## config.mk

```make
export PLATFORM = sky130hd
export DESIGN_NAME = spi_counter_slave_rx_flat
export DESIGN_NICKNAME = d
export VERILOG_FILES = /design/src/rtl/spi_counter_slave_rx_if.sv /design/src/rtl/spi_counter_slave_rx.sv /design/src/flat_wrapper.sv
export SDC_FILE = /design/constraint.sdc
export NUM_CORES = 1
export LEC_CHECK = 0
export BUFFER_PORTS_ARGS = -buffer_cell sky130_fd_sc_hd__clkbuf_2
export CAP_MARGIN = 20
export CORE_ASPECT_RATIO = 0.5
export CORE_MARGIN = 3
export CORE_UTILIZATION = 52
export CTS_CLUSTER_DIAMETER = 200
export DETAILED_ROUTE_END_ITERATION = 10
export PLACE_DENSITY = 0.75
export SETUP_SLACK_MARGIN = 0.5
export SKIP_LAST_GASP = 1
export SLEW_MARGIN = 40
export SYNTH_ARGS = -nofsm -noshare
export SYNTH_HDL_FRONTEND = slang
export SYNTH_SLANG_ARGS = --single-unit
```

## constraint.sdc

```tcl
create_clock -name clk -period 2.55 [get_ports clk]
set_clock_uncertainty 0.2 [all_clocks]
set_input_delay 0.765 -clock clk [delete_from_list [all_inputs] [get_ports clk]]
set_output_delay 0.765 -clock clk [all_outputs]
set_load 0.005 [all_outputs]
```

## src/rtl/spi_counter_slave_rx_if.sv

```systemverilog
// SPI pin bundle between the counter master and the remote-board slave receiver.
interface spi_counter_slave_rx_if;
  logic sclk;
  logic mosi;
  logic ss;
  logic miso;

  modport master (output sclk, output mosi, output ss, input miso);
  modport slave  (input sclk, input mosi, input ss, output miso);
endinterface

```

## src/rtl/spi_counter_slave_rx.sv

```systemverilog
// SPI mode-0 slave: rebuilds the 14-bit counter from a 2-byte frame, reads back the last
// accepted value on miso, and flags malformed frames. sclk is oversampled on clk.
module spi_counter_slave_rx #(
  parameter int unsigned SYNC_STAGES = 2,
  parameter bit          PAD_CHECK   = 1'b1
) (
  input  logic                  clk,
  input  logic                  reset,
  spi_counter_slave_rx_if.slave spi,
  output logic [13:0]           o_counter,
  output logic                  o_valid,
  output logic                  o_frame_err,
  output logic [7:0]            o_rx_byte,
  output logic                  o_byte_valid,
  output logic [7:0]            o_good_cnt
);
  localparam int unsigned BOOT_W = 3;
  localparam logic [BOOT_W-1:0] BOOT_MAX = BOOT_W'(SYNC_STAGES + 2);

  typedef enum logic [2:0] {IDLE, RX_HI, RX_LO, WAIT_END, ERR} state_t;

  state_t                 state;
  logic [SYNC_STAGES-1:0] sclk_sync;
  logic [SYNC_STAGES-1:0] ss_sync;
  logic [SYNC_STAGES-1:0] mosi_sync;
  logic                   sclk_d;
  logic                   ss_d;
  logic [BOOT_W-1:0]      boot_cnt;
  logic [3:0]             bit_cnt;
  logic [7:0]             shift_reg;
  logic [7:0]             hi_reg;
  logic [7:0]             lo_reg;
  logic [15:0]            tx_reg;
  logic                   miso_q;

  logic       sclk_s, ss_s, mosi_s;
  logic       sclk_rise, sclk_fall, ss_rise, ss_fall;
  logic       booted;
  logic [7:0] byte_next;
  logic [15:0] readback;

  assign sclk_s    = sclk_sync[SYNC_STAGES-1];
  assign ss_s      = ss_sync[SYNC_STAGES-1];
  assign mosi_s    = mosi_sync[SYNC_STAGES-1];
  assign sclk_rise = sclk_s & ~sclk_d;
  assign sclk_fall = ~sclk_s & sclk_d;
  assign ss_rise   = ss_s & ~ss_d;
  assign ss_fall   = ~ss_s & ss_d;
  assign booted    = (boot_cnt == BOOT_MAX);
  assign byte_next = {shift_reg[6:0], mosi_s};
  assign readback  = {2'b00, o_counter};
  assign spi.miso  = miso_q;

  // Pin synchronisers, edge-detect copies and a short post-reset window used to spot ss held low.
  always_ff @(posedge clk or negedge reset) begin
    if (!reset) begin
      sclk_sync <= '0;
      ss_sync   <= '1;
      mosi_sync <= '0;
      sclk_d    <= 1'b0;
      ss_d      <= 1'b1;
      boot_cnt  <= '0;
    end else begin
      sclk_sync <= {sclk_sync[SYNC_STAGES-2:0], spi.sclk};
      ss_sync   <= {ss_sync[SYNC_STAGES-2:0], spi.ss};
      mosi_sync <= {mosi_sync[SYNC_STAGES-2:0], spi.mosi};
      sclk_d    <= sclk_s;
      ss_d      <= ss_s;
      if (!booted) boot_cnt <= boot_cnt + BOOT_W'(1);
    end
  end

  // Frame FSM with registered outputs; ss edges take priority over sclk edges.
  always_ff @(posedge clk or negedge reset) begin
    if (!reset) begin
      state        <= IDLE;
      bit_cnt      <= '0;
      shift_reg    <= '0;
      hi_reg       <= '0;
      lo_reg       <= '0;
      tx_reg       <= '0;
      miso_q       <= 1'b0;
      o_counter    <= '0;
      o_valid      <= 1'b0;
      o_frame_err  <= 1'b0;
      o_rx_byte    <= '0;
      o_byte_valid <= 1'b0;
      o_good_cnt   <= '0;
    end else begin
      o_valid      <= 1'b0;
      o_frame_err  <= 1'b0;
      o_byte_valid <= 1'b0;

      // Readback shifter: preload on a fresh frame, advance on sclk falling edges.
      if (ss_s) begin
        miso_q <= 1'b0;
      end else if (ss_fall) begin
        if (state == IDLE && booted) begin
          miso_q <= readback[15];
          tx_reg <= {readback[14:0], 1'b0};
        end
      end else if (sclk_fall) begin
        miso_q <= tx_reg[15];
        tx_reg <= {tx_reg[14:0], 1'b0};
      end

      unique case (state)
        IDLE: begin
          if (ss_fall) begin
            bit_cnt   <= '0;
            shift_reg <= '0;
            state     <= booted ? RX_HI : ERR;
          end
        end
        RX_HI, RX_LO: begin
          if (ss_rise) begin
            o_frame_err <= 1'b1;
            shift_reg   <= '0;
            state       <= IDLE;
          end else if (!ss_fall && sclk_rise) begin
            bit_cnt   <= bit_cnt + 4'd1;
            shift_reg <= byte_next;
            if (bit_cnt[2:0] == 3'd7) begin
              o_rx_byte    <= byte_next;
              o_byte_valid <= 1'b1;
              if (state == RX_HI) begin
                hi_reg <= byte_next;
                state  <= RX_LO;
              end else begin
                lo_reg <= byte_next;
                state  <= WAIT_END;
              end
            end
          end
        end
        WAIT_END: begin
          if (ss_rise) begin
            if (PAD_CHECK && (hi_reg[7:6] != 2'b00)) begin
              o_frame_err <= 1'b1;
            end else begin
              o_counter  <= {hi_reg[5:0], lo_reg};
              o_valid    <= 1'b1;
              o_good_cnt <= o_good_cnt + 8'd1;
            end
            state <= IDLE;
          end else if (!ss_fall && sclk_rise) begin
            bit_cnt <= bit_cnt + 4'd1;
            state   <= ERR;
          end
        end
        ERR: begin
          if (ss_rise) begin
            o_frame_err <= 1'b1;
            state       <= IDLE;
          end
        end
        default: state <= IDLE;
      endcase
    end
  end
endmodule

```

## src/flat_wrapper.sv

```systemverilog
// flat-port wrapper written by rule: the top's interface ports become plain ports
module spi_counter_slave_rx_flat 
#(
  parameter int unsigned SYNC_STAGES = 2,
  parameter bit          PAD_CHECK   = 1'b1
)
  (clk, reset, o_counter, o_valid, o_frame_err, o_rx_byte, o_byte_valid, o_good_cnt, spi_sclk, spi_mosi, spi_ss, spi_miso);
  spi_counter_slave_rx_if spi_i ();
  input  logic clk;
  input  logic reset;
  output logic [13:0] o_counter;
  output logic o_valid;
  output logic o_frame_err;
  output logic [7:0] o_rx_byte;
  output logic o_byte_valid;
  output logic [7:0] o_good_cnt;
  input wire logic [$bits(spi_i.sclk)-1:0] spi_sclk;
  input wire logic [$bits(spi_i.mosi)-1:0] spi_mosi;
  input wire logic [$bits(spi_i.ss)-1:0] spi_ss;
  output wire logic [$bits(spi_i.miso)-1:0] spi_miso;
  assign spi_i.sclk = spi_sclk;
  assign spi_i.mosi = spi_mosi;
  assign spi_i.ss = spi_ss;
  assign spi_miso = spi_i.miso;
  spi_counter_slave_rx #(.SYNC_STAGES(SYNC_STAGES), .PAD_CHECK(PAD_CHECK)) u_core (.clk(clk), .reset(reset), .spi(spi_i), .o_counter(o_counter), .o_valid(o_valid), .o_frame_err(o_frame_err), .o_rx_byte(o_rx_byte), .o_byte_valid(o_byte_valid), .o_good_cnt(o_good_cnt));
endmodule
```

## Word level (Yosys, flattened, before mapping)

Cells that the tools add are included.

- Multiplexer cells: 36
- Reduce and logical (&&, ||, !) cells: 21
- Bitwise gates (word level): 11
- $add $sub $neg: 3
- Equality and inequality tests: 15

Operators with widths:

| operator | number |
|---|---|
| $mux W16 | 3 |
| $mux W3 | 8 |
| $mux W7 | 3 |
| $mux W1 | 15 |
| $reduce_and A5 Y1 | 3 |
| $pmux W7 S2 | 1 |
| $mux W4 | 3 |
| $pmux W3 S4 | 1 |
| $eq A3 B3 Y1 const B | 3 |
| $ne A3 B1 Y1 const B | 3 |
| $reduce_and A3 Y1 | 3 |
| $add A8 B1 Y8 const B | 1 |
| $pmux W4 S2 | 1 |
| $reduce_and A4 Y1 | 2 |
| $reduce_bool A2 Y1 | 4 |
| $not A1 Y1 | 7 |
| $eq A3 B2 Y1 const B | 2 |
| $ne A2 B1 Y1 const B | 3 |
| $reduce_or A3 Y1 | 2 |
| $add A4 B1 Y4 const B | 1 |
| $and A1 B1 Y1 | 4 |
| $ne A2 B2 Y1 const B | 2 |
| $add A3 B1 Y3 const B | 1 |
| $eq A3 B1 Y1 const B | 1 |
| 8 further kinds | 9 |

- Word-level logic and storage cells: 105
- Output and inout bits: 34
- Bits in registers: 91

## Longest topological paths before layout

Gate-level depths: netlist of the first run.

- Word-level depth: 7
- Depth in mapped cells: 7
- Gate-level depth less buffers: 6

## Least setup slack after synthesis of the first run

No wires, ideal clock.

- Path kind: register to register
- Start: reg u_core.bit_cnt[0]
- End: reg u_core.lo_reg[0]
- Period minus slack after synthesis: 2.399 ns
- Arrival time: 2.074 ns
- Cell stages (with the launch flop): 8
- Setup time: 0.125 ns
- Setup slack: 0.151 ns
- Cell sequence: dfrtp_1 -> ha_1 -> ha_1 -> nand3b_1 -> or4_1 -> buf_2 -> nor3b_4 -> mux2_2

- Longest elaborated chain between the ends: 2

Ends and longest elaborated chain:

| item | line | RTL |
|---|---|---|
| start: declaration | spi_counter_slave_rx.sv:29 | `logic [3:0] bit_cnt;` |
| start signal: assignment | spi_counter_slave_rx.sv:121 | `bit_cnt <= bit_cnt + 4'd1;` |
| start signal: assignment | spi_counter_slave_rx.sv:147 | `bit_cnt <= bit_cnt + 4'd1;` |
| $eq A3 B3 Y1 | spi_counter_slave_rx.sv:123 | `if (bit_cnt[2:0] == 3'd7) begin` |
| $reduce_and A5 Y1 (no line) | n/a |  |
| end signal: assignment | spi_counter_slave_rx.sv:130 | `lo_reg <= byte_next;` |
| end: declaration | spi_counter_slave_rx.sv:32 | `logic [7:0] lo_reg;` |

No other way between the ends.
A chain may end at the register's enable or synchronous reset.

## Worst setup path in the final report of the first run

- Start: reg u_core.bit_cnt[0]
- End: reg u_core.hi_reg[2]

- Longest elaborated chain between the ends: 2

Ends and longest elaborated chain:

| item | line | RTL |
|---|---|---|
| $eq A3 B3 Y1 | spi_counter_slave_rx.sv:123 |  |
| $reduce_and A5 Y1 (no line) | n/a |  |
| end signal: assignment | spi_counter_slave_rx.sv:127 | `hi_reg <= byte_next;` |
| end: declaration | spi_counter_slave_rx.sv:31 | `logic [7:0] hi_reg;` |

No other way between the ends.

==> metrics.md, run 1 <==
| Metric | Value |
|---|---|
| Warnings, synthesis | 0 |
| Maximum number of pins on one net before global-route repair | 38 |
| Arrival time at the worst endpoint | 2.39 ns |
| Die outline width | 126 µm |
| Rel. slew slack | 0.709 |
| Drt wl/cell | 16.1 µm |
| Site Rows | 21 |
| Final HPWL DP | 5.08 mm |
| Commonest cells post-synth | sky130_fd_sc_hd__dfrtp_1, sky130_fd_sc_hd__nand2_1, sky130_fd_sc_hd__mux2_2 |
| Share of Yosys cell area claimed by the top area cell type | 0.575 |
| Kind of end point of the critical path | flip-flop |
| Number of buffers between clock root and the deepest sink | 2 |
| Number of storage elements in the synthesis netlist | 89 |
| Global-route usage over all layers | 0.202 |
| Total of endpoints with negative setup slack in the final report | 0 |
| DRC violation count after routing | 0 |
| Post-synth ARST share | 1.00 |
| # IOs | 39 |
| Synthesized cell area | 3740 µm² |
| Number of diodes | 0 |
| Type of the most critical hold path | input port to async pin |
| Count of unique library cells instantiated by Yosys | 43 |
| Bufs and invs on worst path | 1 |
| Number of max-slew violations in the final report | 0 |
| Clock latency on the worst-skew pair | 0.34 ns |
| TritonCTS clock tree | yes |
| Maxcap violations | 0 |
| Effective utilization at floorplan | 0.547 |
| Die height | 66.0 µm |
| Total number of H-tree levels | 3 |
| Achievable clock frequency | 0.422 GHz |
| Via count | 2552 |
| Detail-routed via count per cell | 5.40 |
| Top cell family by delay on the critical path | simple AND/OR/NAND/NOR gates |
| # clock sinks | 89 |
| Slowest cell delay on critical path | 0.55 ns |
| Clk pin slew, worst setup/hold paths | 0.06 ns |
| Hold buffer count at CTS | 0 |
| Final hold slack | 0.149 ns |
| TritonCTS buffer count | 9 |
| Slowest stage cell on the critical path | sky130_fd_sc_hd__or4_4 |
| Post-synthesis instance total | 324 |
| Detailed Route Iter0 Violations | 230 |
| Library cell with the largest summed area after synthesis | sky130_fd_sc_hd__dfrtp_1 |
| Total area of multi-input combinational cells | 1550 µm² |
| Area Overhead vs Synth | 21.5% |
| FF/Latch Area | 2230 µm² |
| Syn_nets | 334 |
| Result of the run | completed |
| Main synth FF type | sky130_fd_sc_hd__dfrtp_1 |
| IO Port Bufs | 38 |
| Cells traversed along the worst timing path | ha_4 > ha_4 > nand3b_1 > or4_4 > nor3b_4 > buf_12 > mux2_2 |
| Critical path type | flip-flop to flip-flop |
| Total congestion overflow after global routing | 0 |
| DRT antenna net count | 0 |
| Area of the die | 8310 µm² |
| Number of synthesized flops with an enable pin | 0 |
| Max FFs per register | 15 |
| Cell repeated most along the worst path | sky130_fd_sc_hd__ha_4 |
| Root buffer cell | sky130_fd_sc_hd__clkbuf_16 |
| Maximum VDD drop | 0.000396 V |
| Final weighted congestion of routability-driven global placement | 0.831 |
| Via count of the first global-routing pass | 2574 |
| Final wirelength | 7.60 mm |
| Post-Syn Area per Cell | 11.5 µm² |
| Setup repair after global routing missed its margin | true |
| First-pass GRT wire length | 13.1 mm |
| Cell Pwr Density | 658 nW/µm² |
| Fraction of the cycle the final worst path needs | 0.930 |
| Startpoint type of the worst setup path | flip-flop |
| Number of nets in the layout | 386 |
| Fill cell count | 503 |
| Least-Margin Pin Slew | 0.433 ns |
| PnR worst setup slack | 0.178 ns |
| Most frequently used cell type in the post-synthesis netlist | sky130_fd_sc_hd__dfrtp_1 |
| First drt pass iteration count | 4 |
| Tmin final | 2.37 ns |
| Synth top area cells | sky130_fd_sc_hd__dfrtp_1, sky130_fd_sc_hd__mux2_2, sky130_fd_sc_hd__nand2_1, sky130_fd_sc_hd__mux2i_1, sky130_fd_sc_hd__o21ai_0 |
| Largest driver fanout on the critical path | 8 |
| Static Leak | 2.26 nW |
| WP data required | 2.57 ns |
| Sequential area share after synthesis | 0.597 |
| Placement Setup Slack | -0.0797 ns |
| Number of antenna violations at the first check in global routing | 0 |
| Share of final-layout standard cells stronger than drive strength 1 | 0.299 |
| Area inside the core boundary | 6830 µm² |
| Hold violation total from the final report | 0 |
-- report_power, final --
| part | switching (mW) | leakage, nW | internal, mW |
|---|---|---|---|
| Combinational | 0.169 | 0.906 | 0.117 |
| Clock | 0.537 | 0.139 | 0.688 |
| Sequential | 0.0339 | 1.21 | 1.45 |
| Total | 0.740 | 2.26 | 2.25 |
-- worst reg2reg max path: cells and delay by family (launching register included) --
family / cells / cell delay, ns
DFF: 1 / 0.39
buffers and inverters: 1 / 0.16
and+or+nand+nor: 3 / 0.88
adders and majority gates: 2 / 0.29
muxes: 1 / 0.34
-- logic make-up after synthesis --
family,Yosys count,synth area share
compound gates,41,0.0716
xor+xnor,10,0.0234
fa+ha+maj,5,0.0167
buf+inv,19,0.0217
flops,89,0.597
mux,40,0.115
simple gates,120,0.155
-- cells in the final DEF, fill, tap and decap left out, types with 5 or more instances in the layout --
cell and count:
sky130_fd_sc_hd__mux2i_1 16, sky130_fd_sc_hd__nand2b_1 5, sky130_fd_sc_hd__clkbuf_2 37, sky130_fd_sc_hd__mux2_2 9
sky130_fd_sc_hd__clkbuf_16 9, sky130_fd_sc_hd__dfrtp_1 86, sky130_fd_sc_hd__o21ai_0 18, sky130_fd_sc_hd__xnor2_1 7
sky130_fd_sc_hd__nand3_1 9, sky130_fd_sc_hd__nand2_1 69, sky130_fd_sc_hd__a22o_1 7, sky130_fd_sc_hd__nor2_1 10
sky130_fd_sc_hd__buf_4 14, sky130_fd_sc_hd__mux2_4 15
-- area by class of cell --
class / instances / share of cell area
sequential: 89 / 0.491
multi-input combinational: 216 / 0.341
clock inverter: 6 / 0.00881
inverter: 5 / 0.00413
clock buffer: 10 / 0.0526
timing repair buffer: 55 / 0.0776
tap: 92 / 0.0253
-- what timing repair did --
| action | CTS | global route |
|---|---|---|
| gates resized for setup | 27 | 3 |
| endpoints found under the setup margin | 47 | 62 |
| pin swaps | 4 | 3 |
| buffers inserted | 4 | 0 |
-- stage by stage --
step | TNS (ns) | std cells | total power, mW | utilization | area [µm²]
global placement | 0 | 453 | 1.72 | 0.599 | 4100
global route | 0 | 473 | 3.11 | 0.665 | 4540
floorplan | 0 | 324 | 1.65 | - | 3740
finish | 0 | 473 | 2.99 | 0.665 | 4540
CTS | 0 | 473 | 2.99 | 0.662 | 4520
detailed placement | -0.598 | 453 | 1.74 | 0.599 | 4100
-- path summary, 6_finish.rpt --
check                                    startpoint                   to  slack [ns]  cells past startpoint
worst max-delay path              u_core.bit_cnt[0]     u_core.hi_reg[2]        0.18                      7
worst min-delay path                          reset      u_core.spi.miso        0.15                      1
worst max register to register    u_core.bit_cnt[0]     u_core.hi_reg[2]        0.18                      7
worst min register to register  u_core.sclk_sync[0]  u_core.sclk_sync[1]        0.15                      0
max in group asynchronous                     reset  u_core.o_rx_byte[1]        1.31                      2
min in group clk                u_core.sclk_sync[0]  u_core.sclk_sync[1]        0.15                      0
-- metal layers --
metal / vias to the layer above / track usage / part of all wire
met5: - / 0 / 0
met4: 0 / 0.0709 / 0.018
met3: 11 / 0.0565 / 0.044
met2: 60 / 0.323 / 0.48
met1: 1261 / 0.270 / 0.46
li1: 1220 / - / -
Power figures use the tool's default switching activity.
==> inputs of run 2 (changes only) <==
--- a/config.mk
+++ b/config.mk
@@ -9,10 +9,9 @@
 export CAP_MARGIN = 20
 export CORE_ASPECT_RATIO = 0.5
 export CORE_MARGIN = 3
-export CORE_UTILIZATION = 52
+export CORE_UTILIZATION = 40
 export CTS_CLUSTER_DIAMETER = 200
 export DETAILED_ROUTE_END_ITERATION = 10
-export PLACE_DENSITY = 0.75
 export SETUP_SLACK_MARGIN = 0.5
 export SKIP_LAST_GASP = 1
 export SLEW_MARGIN = 40
==> metrics.md, run 2 (same netlist as run 1, synthesis figures left out) <==
| Metric | Value |
|---|---|
| DRC violation count after routing | 0 |
| Least-Margin Pin Slew | 0.427 ns |
| Leading cell types in the layout, fill and taps excluded | sky130_fd_sc_hd__dfrtp_1, sky130_fd_sc_hd__nand2_1, sky130_fd_sc_hd__clkbuf_2 |
| Fraction of power consumed by the clock network | 0.415 |
| IO Port Bufs | 38 |
| Reg2Reg Capture Point | u_core.hi_reg[1] |
| Die outline width | 143 µm |
| Pint | 2.32 mW |
| Global-route usage over all layers | 0.153 |
| Number of antenna violations at the first check in global routing | 0 |
| Number of buffers between clock root and the deepest sink | 2 |
| Area of the die | 10600 µm² |
| First drt pass iteration count | 4 |
| Most common cell after layout, fill and taps aside | sky130_fd_sc_hd__dfrtp_1 |
| Largest driver fanout on the critical path | 8 |
| Area inside the core boundary | 8890 µm² |
| Total negative setup slack | 0 ns |
| Type of the most critical hold path | input port to async pin |
| Detail-routed via count per cell | 5.10 |
| Result of the run | completed |
| # clock sinks | 89 |
| Startpoint type of the worst setup path | flip-flop |
| Setup repair after global routing missed its margin | true |
| Clock latency on the worst-skew pair | 0.34 ns |
| TritonCTS buffer count | 9 |
| Placed standard-cell area | 4130 µm² |
| Total congestion overflow after global routing | 0 |
| Area Overhead vs Synth | 24.1% |
| Number of diodes | 0 |
| Static Leak | 2.29 nW |
| Maximum VDD drop | 0.000343 V |
| R2r worst-path depth | 7 |
| Slowest cell delay on critical path | 0.54 ns |
| Rel. slew slack | 0.715 |
| Arrival time at the worst endpoint | 2.37 ns |
| TritonCTS clock tree | yes |
| Via count of the first global-routing pass | 2498 |
| Slack of the worst reg-to-reg path | 0.21 ns |
| Number of nets in the layout | 389 |
| Die height | 74.4 µm |
| Sw Share | 0.243 |
| Cell Pwr Density | 659 nW/µm² |
| Site Rows | 24 |
| Proportion of power drawn by flip-flops and latches | 0.483 |
| Achievable clock frequency | 0.427 GHz |
| Share of final-layout standard cells stronger than drive strength 1 | 0.310 |
| Placed Cells | 478 |
| Net Switching | 0.742 mW |
| Maximum number of pins on one net before global-route repair | 46 |
| Cells traversed along the worst timing path | ha_4 > ha_4 > nand3b_1 > or4_4 > nor3b_4 > buf_12 > mux2_4 |
| Cell repeated most along the worst path | sky130_fd_sc_hd__ha_4 |
| Final HPWL DP | 5.19 mm |
| Via count | 2554 |
| Detailed Route Iter0 Violations | 107 |
| Clk pin slew, worst setup/hold paths | 0.06 ns |
| Hold violation total from the final report | 0 |
| Reg2reg start | u_core.bit_cnt[0] |
| # IOs | 39 |
| Tmin final | 2.34 ns |
| Combinational cell fraction of total power | 0.103 |
| DRT antenna net count | 0 |
| Effective utilization at floorplan | 0.421 |
| Number of max-slew violations in the final report | 0 |
| First-pass GRT wire length | 12.6 mm |
| Hold buffer count at CTS | 0 |
| Root buffer cell | sky130_fd_sc_hd__clkbuf_16 |
| Critical path type | flip-flop to flip-flop |
| Maxcap violations | 0 |
| Max FFs per register | 15 |
| Kind of end point of the critical path | flip-flop |
| Final weighted congestion of routability-driven global placement | 0.769 |
| Fraction of the cycle the final worst path needs | 0.918 |
| Drt wl/cell | 15.6 µm |
| Fill cell count | 753 |
| Filler-free cell count of the finished design | 501 |
| Total of endpoints with negative setup slack in the final report | 0 |
| Post-route cell area | 4640 µm² |
| Final wirelength | 7.80 mm |
| Total number of H-tree levels | 3 |
| WP data required | 2.57 ns |
| Slowest stage cell on the critical path | sky130_fd_sc_hd__or4_4 |
## run 2: cell count changes in the layout (fill, tap and decap cells not counted), sizes merged
cell    previous run  this run
o31a               1         2
buf               18        20
clkbuf            47        49
inv                6         4
## run 2: what timing repair did
action,CTS,global route
gates resized for setup,24,14
buffers inserted,4,2
pin swaps,5,3
endpoints found under the setup margin,45,51
gates cloned,0,1
## run 2: per-stage QoR
| step | setup WS, ns | hold WS (ns) | power [mW] | util |
|---|---|---|---|---|
| global route | 0.154 | 0.159 | 3.19 | 0.522 |
| floorplan | 0.169 | 0.131 | 1.65 | - |
| detailed placement | -0.0394 | 0.141 | 1.74 | 0.464 |
| finish | 0.209 | 0.152 | 3.06 | 0.522 |
| CTS | 0.184 | 0.155 | 3.05 | 0.513 |
| global placement | 0.0286 | 0.135 | 1.73 | 0.464 |
## run 2: routing by layer
metal,up-vias,global-route usage,routed length (µm)
li1,1221,-,-
met5,-,0,0
met4,0,0.0537,107
met3,11,0.0482,394
met1,1270,0.211,3930
met2,52,0.230,3360
## run 2: power groups by stage
stage / logic [mW] / registers [mW] / clock network [mW]
6_report: 0.314 / 1.48 / 1.27
5_1_grt: 0.349 / 1.48 / 1.36
4_1_cts: 0.275 / 1.47 / 1.30
3_5_place_dp: 0.242 / 1.50 / 0
3_3_place_gp: 0.234 / 1.50 / 0
2_1_floorplan: 0.158 / 1.49 / 0
## run 2: critical path, delay by kind of cell, from the launching register on
kind                     cells  cell delay [ns]
buffers and inverters        1             0.16
flip-flops                   1             0.40
AND/OR/NAND/NOR              3             0.87
multiplexers                 1             0.30
adder cells (fa/ha/maj)      2             0.29
## run 2: layout make-up
cell class	count	area, µm²	area share
Timing Repair Buffer	57	383	0.0825
Tap cell	117	146	0.0316
Clock buffer	12	267	0.0574
Multi-Input combinational cell	217	1570	0.338
Sequential cell	89	2230	0.481
Inverter	5	18.8	0.00405
Clock inverter	4	26.3	0.00566
## run 2: worst max path at each step
stage | from | end | slack, ns | cells past startpoint
floorplan | u_core.bit_cnt[0] | u_core.hi_reg[0] | 0.17 | 7
global placement | u_core.bit_cnt[0] | u_core.hi_reg[4] | 0.03 | 6
detailed placement | u_core.bit_cnt[0] | u_core.hi_reg[1] | -0.04 | 6
CTS | u_core.bit_cnt[1] | u_core.hi_reg[1] | 0.18 | 7
global route | u_core.bit_cnt[0] | u_core.lo_reg[7] | 0.15 | 7
finish | u_core.bit_cnt[0] | u_core.hi_reg[1] | 0.21 | 7
